$ cat config.mk
export PLATFORM = sky130hd
export DESIGN_NAME = alu_cmd_sequencer
export DESIGN_NICKNAME = d
export VERILOG_FILES = /design/src/rtl/alu_pkg.sv /design/src/rtl/sync_fifo.sv /design/src/rtl/alu_cmd_sequencer.sv
export SDC_FILE = /design/constraint.sdc
export NUM_CORES = 1
export LEC_CHECK = 0
export ABC_AREA = 1
export CAP_MARGIN = 20
export CORE_MARGIN = 2
export CORE_UTILIZATION = 50
export CTS_CLUSTER_DIAMETER = 50
export DETAILED_ROUTE_END_ITERATION = 8
export MAX_ROUTING_LAYER = met4
export PLACE_DENSITY = 0.77
export SLEW_MARGIN = 30
export SYNTH_ARGS = -nofsm -noshare
export SYNTH_HDL_FRONTEND = slang
export SYNTH_SLANG_ARGS = --single-unit
$ cat constraint.sdc
create_clock -name clk -period 2.8 [get_ports clk]
set_clock_uncertainty 0.1 [all_clocks]
set_input_delay 0.7 -clock clk [delete_from_list [all_inputs] [get_ports clk]]
set_output_delay 0.7 -clock clk [all_outputs]
set_load 0.01 [all_outputs]
$ cat src/rtl/alu_pkg.sv
// Shared ALU types: opcode encoding, operand/result widths and the queued command format.
package alu_pkg;

    localparam int OPND_W = 8;
    localparam int RES_W  = 16;

    typedef enum logic [1:0] {
        OP_ADD = 2'd0,
        OP_SUB = 2'd1,
        OP_MUL = 2'd2,
        OP_XOR = 2'd3
    } opcode_e;

    typedef struct packed {
        logic [OPND_W-1:0] a;
        logic [OPND_W-1:0] b;
        opcode_e           op;
    } alu_cmd_t;

endpackage

$ cat src/rtl/sync_fifo.sv
// Single-clock FIFO; pointers carry one extra wrap bit so full and empty are distinguishable.
module sync_fifo
    import alu_pkg::*;
#(
    parameter type T     = alu_cmd_t,
    parameter int  DEPTH = 4,
    localparam int AW    = $clog2(DEPTH)
) (
    input  logic        clk,
    input  logic        rst,
    input  logic        push,
    input  logic        pop,
    input  T            din,
    output T            dout,
    output logic        full,
    output logic        empty,
    output logic [AW:0] count
);

    T            mem [DEPTH];
    logic [AW:0] wptr;
    logic [AW:0] rptr;

    assign full  = (wptr[AW] != rptr[AW]) && (wptr[AW-1:0] == rptr[AW-1:0]);
    assign empty = (wptr == rptr);
    assign count = wptr - rptr;
    assign dout  = mem[rptr[AW-1:0]];

    always_ff @(posedge clk) begin
        if (rst) begin
            wptr <= '0;
            rptr <= '0;
        end else begin
            if (push && !full)
                wptr <= wptr + (AW+1)'(1);
            if (pop && !empty)
                rptr <= rptr + (AW+1)'(1);
        end
    end

    // Storage needs no reset: entries are only read after being written.
    always_ff @(posedge clk) begin
        if (push && !full)
            mem[wptr[AW-1:0]] <= din;
    end

endmodule

$ cat src/rtl/alu_cmd_sequencer.sv
// Issue stage: queues ALU commands, drives the ALU from the queue head and
// registers each result with an in-order sequence tag.
//
//   state    | meaning
//   ST_EMPTY | result register holds nothing (out_valid=0)
//   ST_FULL  | result register holds an unconsumed result (out_valid=1)
module alu_cmd_sequencer
    import alu_pkg::*;
#(
    parameter int DEPTH = 4,
    parameter int TAG_W = 4
) (
    input  logic                     clk,
    input  logic                     rst,
    input  logic                     in_valid,
    output logic                     in_ready,
    input  logic [7:0]               in_a,
    input  logic [7:0]               in_b,
    input  logic [1:0]               in_op,
    output logic [7:0]               alu_a,
    output logic [7:0]               alu_b,
    output logic [1:0]               alu_op,
    input  logic [15:0]              alu_y,
    output logic                     out_valid,
    input  logic                     out_ready,
    output logic [15:0]              out_y,
    output logic [1:0]               out_op,
    output logic [TAG_W-1:0]         out_tag,
    output logic [$clog2(DEPTH)+1:0] pending
);

    localparam int CW = $clog2(DEPTH) + 1;
    localparam int PW = $clog2(DEPTH) + 2;

    typedef enum logic {ST_EMPTY = 1'b0, ST_FULL = 1'b1} state_e;

    state_e           state_q, state_d;
    alu_cmd_t         head;
    alu_cmd_t         fifo_din;
    logic             fifo_full, fifo_empty, push, issue;
    logic [CW-1:0]    fifo_count;
    logic [TAG_W-1:0] tag_cnt;

    // in_ready depends only on registered occupancy, never on out_ready.
    assign in_ready = !rst && !fifo_full;
    assign push     = in_valid && in_ready;
    assign fifo_din = '{a: in_a, b: in_b, op: opcode_e'(in_op)};

    sync_fifo #(.T(alu_cmd_t), .DEPTH(DEPTH)) u_fifo (
        .clk   (clk),
        .rst   (rst),
        .push  (push),
        .pop   (issue),
        .din   (fifo_din),
        .dout  (head),
        .full  (fifo_full),
        .empty (fifo_empty),
        .count (fifo_count)
    );

    assign alu_a  = fifo_empty ? '0 : head.a;
    assign alu_b  = fifo_empty ? '0 : head.b;
    assign alu_op = fifo_empty ? OP_ADD : head.op;

    assign out_valid = (state_q == ST_FULL);
    assign issue     = !fifo_empty && (!out_valid || out_ready);
    assign pending   = PW'(fifo_count) + PW'(out_valid);

    always_ff @(posedge clk) begin
        if (rst)
            state_q <= ST_EMPTY;
        else
            state_q <= state_d;
    end

    always_comb begin
        state_d = state_q;
        case (state_q)
            ST_EMPTY: if (issue) state_d = ST_FULL;
            ST_FULL:  if (out_ready && !issue) state_d = ST_EMPTY;
            default:  state_d = ST_EMPTY;
        endcase
    end

    always_ff @(posedge clk) begin
        if (rst) begin
            out_y   <= '0;
            out_op  <= OP_ADD;
            out_tag <= '0;
            tag_cnt <= '0;
        end else if (issue) begin
            out_y   <= alu_y;
            out_op  <= head.op;
            out_tag <= tag_cnt;
            tag_cnt <= tag_cnt + TAG_W'(1);
        end
    end

endmodule

==> impl_metrics.csv <==
group,metric,value,unit
critical_path,cp_max_fo,11,
power_and_ir_drop,power.switching,1890,µW
yosys,synth_top_family_by_area,"simple AND/OR/NAND/NOR gates",
min_path,hold_end,"out_y[12]",
die,die_width,97.4,µm
placement,io_buffers,83,
power_and_ir_drop,p_int,3340,µW
yosys,syn_inst,418,
yosys,postSynthAreaPerCell,10.4,µm²
critical_path,cp.arrival,1930,ps
clock_tree,clock_latency,360,ps
clock_tree,cts_tree,"done",
yosys,ys_types,21,
sta,max_freq,366,MHz
power_and_ir_drop,power_density,924,nW/µm²
clock_tree,numCtsBuffers,9,
die,dieArea,9480,µm²
yosys,synth_compound_area_share,9.07,%
drt,vias,3298,
die,core,8590,µm²
min_path,min_path_type,"reg -> reg",
critical_path,r2r_slack,750,ps
global_route,grtUsageTotal,20.4,%
drt,remaining_drc_errors,0,
yosys,yosysTopAreaCell,"edfxtp_1",
clock_tree,root_buffer,"clkbuf_8",
global_route,antenna_found_initial,0,
sta,worstMarginPinSlew,433,ps
yosys,ys_ff_latch,107,
yosys,syn-num-nets,467,
yosys,synth_ff_type,"edfxtp_1",
sta,finalMaxSlewViolations,0,
min_path,hold_depth,2,
critical_path,r2r_start,"u_fifo.wptr[1]",
critical_path,start_kind,"register",
yosys,synth_area_leaders,"edfxtp_1 50%, dfxtp_1 16%, nor2_1 6.5%",
sta,rsz0062_at_grt,"true",
yosys,muxShareOfSynthArea,0,%
min_path,min_from,"out_y[12]",
sta,layout_setup_ws,67.0,ps
yosys,synth-xor-area-share,0.803,%
clock_tree,cts_max_level,3,
yosys,seq_area_frac_synth,65.7,%
yosys,async_reset_ff_share,0,%
cells_and_area,diodes,0,
cells_and_area,stdcell_count,625,
placement,preCtsSetupSlack,-1.62,ps
global_route,grt_pass1_vias,3191,
clock_tree,clock_path_buffers,2,
outcome,status,"finished, final reports clean",
die,die_y,97.4,µm
drt,vias_per_cell,5.28,
drt,antenna_left,0,
yosys,yosys_warnings,0,
die,ioPinCount,84,
power_and_ir_drop,leakagePower,0.00213,µW
drt,wl_per_cell,14.8,µm
power_and_ir_drop,power_frac_comb,42.3,%
global_route,grt_start_max_net_pins,32,
critical_path,critPathKind,"reg -> out",
drt,drt-initial-drc-count,191,
cells_and_area,fill_cells,650,
sta,hold_violations,0,
cells_and_area,nets,561,
critical_path,rr_endpoint,"u_fifo.mem[1][9]",
sta,max_slew_margin,71.1,%
clock_tree,clkTransAtPathRegs,100,ps
cells_and_area,area_delta_synth_final,29.8,%
sta,finalCritPeriodShare,97.6,%
power_and_ir_drop,power_frac_clock,19.8,%
placement,placedCellCount,608,
yosys,synth_edf_count,72,
yosys,yosysMostFrequentCell,"nor2_1",
flow_run,max_cap_viol_count,0,
placement,dp_hpwl,6040,µm
yosys,yosys.area_share.simple,16.9,%
drt,dr.pass1.iters,4,
power_and_ir_drop,p_sw_share,36.2,%
die,start_util,50.7,%
die,placementRows,34,
yosys,synth_common_cells,"75 x nor2_1, 72 x edfxtp_1, 58 x nand2_1",
cells_and_area,drive_above_1_share,11.0,%
critical_path,r2r_cells,8,
power_and_ir_drop,vdd_drop_max,417,µV
critical_path,end_kind,"primary output",
yosys,syn_area,4360,µm²
clock_tree,clock_sinks,107,
critical_path,worst_ep_required_time,2000,ps
global_route,grt_pass1_wl,15100,µm
sta,period_needed,2730,ps
yosys,synth_adder_area_share,3.33,%
placement,place_congestion,0.825,
sta,setup_violations,0,
global_route,grt_remaining_overflow,0,
power_and_ir_drop,p_seq_share,37.8,%
yosys,synth_top_area_share,49.6,%
drt,drt-total-wl,9270,µm
critical_path,critPathLaunch,"u_fifo.wptr[1]",
## metal layers
layer | part of all wire, % | global-route usage (%) | vias to the layer above
met4 | 1.5 | 8.01 | 0
li1 | - | - | 1622
met2 | 51 | 34.2 | 94
met5 | 0 | - | -
met3 | 4.7 | 3.24 | 11
met1 | 43 | 25.0 | 1571
## power by group through the flow
stage / logic [µW] / clock network (µW) / registers (µW)
6_report: 2210 / 1040 / 1980
5_1_grt: 2440 / 1120 / 2000
4_1_cts: 2210 / 1050 / 1970
3_5_place_dp: 2350 / 0 / 2010
3_3_place_gp: 2300 / 0 / 2000
2_1_floorplan: 1230 / 0 / 2040
## cells in the final DEF, fill, tap and decap left out, types with 8 or more instances in the layout
master / n
clkdlybuf4s50_1: 61
buf_4: 15
edfxtp_1: 72
a21oi_1: 47
nor2_1: 75
nand2_1: 58
o21ai_1: 11
clkbuf_8: 9
dfxtp_1: 32
ha_1: 8
inv_1: 13
o21ai_0: 21
dlygate4sd2_1: 10
nand3_1: 34
## area by class of cell
type | instances | area (µm²) | area share, %
sequential | 107 | 2870 | 50.7
multi-input combinational | 269 | 1330 | 23.5
timing repair buffer | 105 | 1030 | 18.2
tap | 108 | 135 | 2.39
clock buffer | 10 | 128 | 2.26
clock inverter | 6 | 93.8 | 1.66
inverter | 20 | 75.1 | 1.33
## flip-flops by register name, indices dropped and copies added, names as in the netlist, named ones only
register	flops
out_valid	1
out_y	16
out_op	2
u_fifo.mem	72
u_fifo.wptr	3
out_tag	4
tag_cnt	4
u_fifo.rptr	3
## how the worst max path moves through the flow
stage / endpoint / slack (ps) / cells after the start
after global placement: pending[2] / 10 / 8
final: alu_b[1] / 70 / 9
after CTS: alu_b[2] / 5 / 9
after global routing: pending[2] / 0.4 / 8
after floorplan: u_fifo.mem[0][0] / 360 / 7
after detailed placement: pending[2] / -2 / 8
## timing repair
item	4_1_cts	5_1_grt
hold buffers	0	0
buffers inserted	0	1
pin swaps	0	1
resized for setup	31	22
endpoints found under the hold margin	0	0
setup endpoints to repair	22	20
## per-stage QoR
stage / instance area (µm²) / total power, µW / utilization, % / setup TNS [ps] / hold slack (ps)
6_report: 5660 / 5230 / 65.8 / 0 / 368
5_1_grt: 5660 / 5550 / 65.8 / 0 / 389
4_1_cts: 5650 / 5240 / 65.7 / 0 / 369
3_5_place_dp: 5450 / 4350 / 63.4 / -1.62 / 354
3_3_place_gp: 5450 / 4290 / 63.4 / 0 / 349
2_1_floorplan: 4360 / 3260 / - / 0 / 371
## worst max-delay path: stages, from the launching register on
cell and delay (ps):
dfxtp_1 320, buf_4 150, ha_1 260, nand2_1 80, inv_2 60, nand3_4 60, inv_2 60, buf_12 140
a21oi_1 180, clkdlybuf4s15_1 270
## cell families after synthesis
| logic type | count (synthesis) |
|---|---|
| DFF | 107 |
| and+or+nand+nor | 175 |
| AOI/OAI and AO/OA | 79 |
| adders and majority gates | 11 |
| xor gates and xnor gates | 4 |
| buffers and inverters | 42 |
Note: power is estimated with default switching activity, not from simulation.
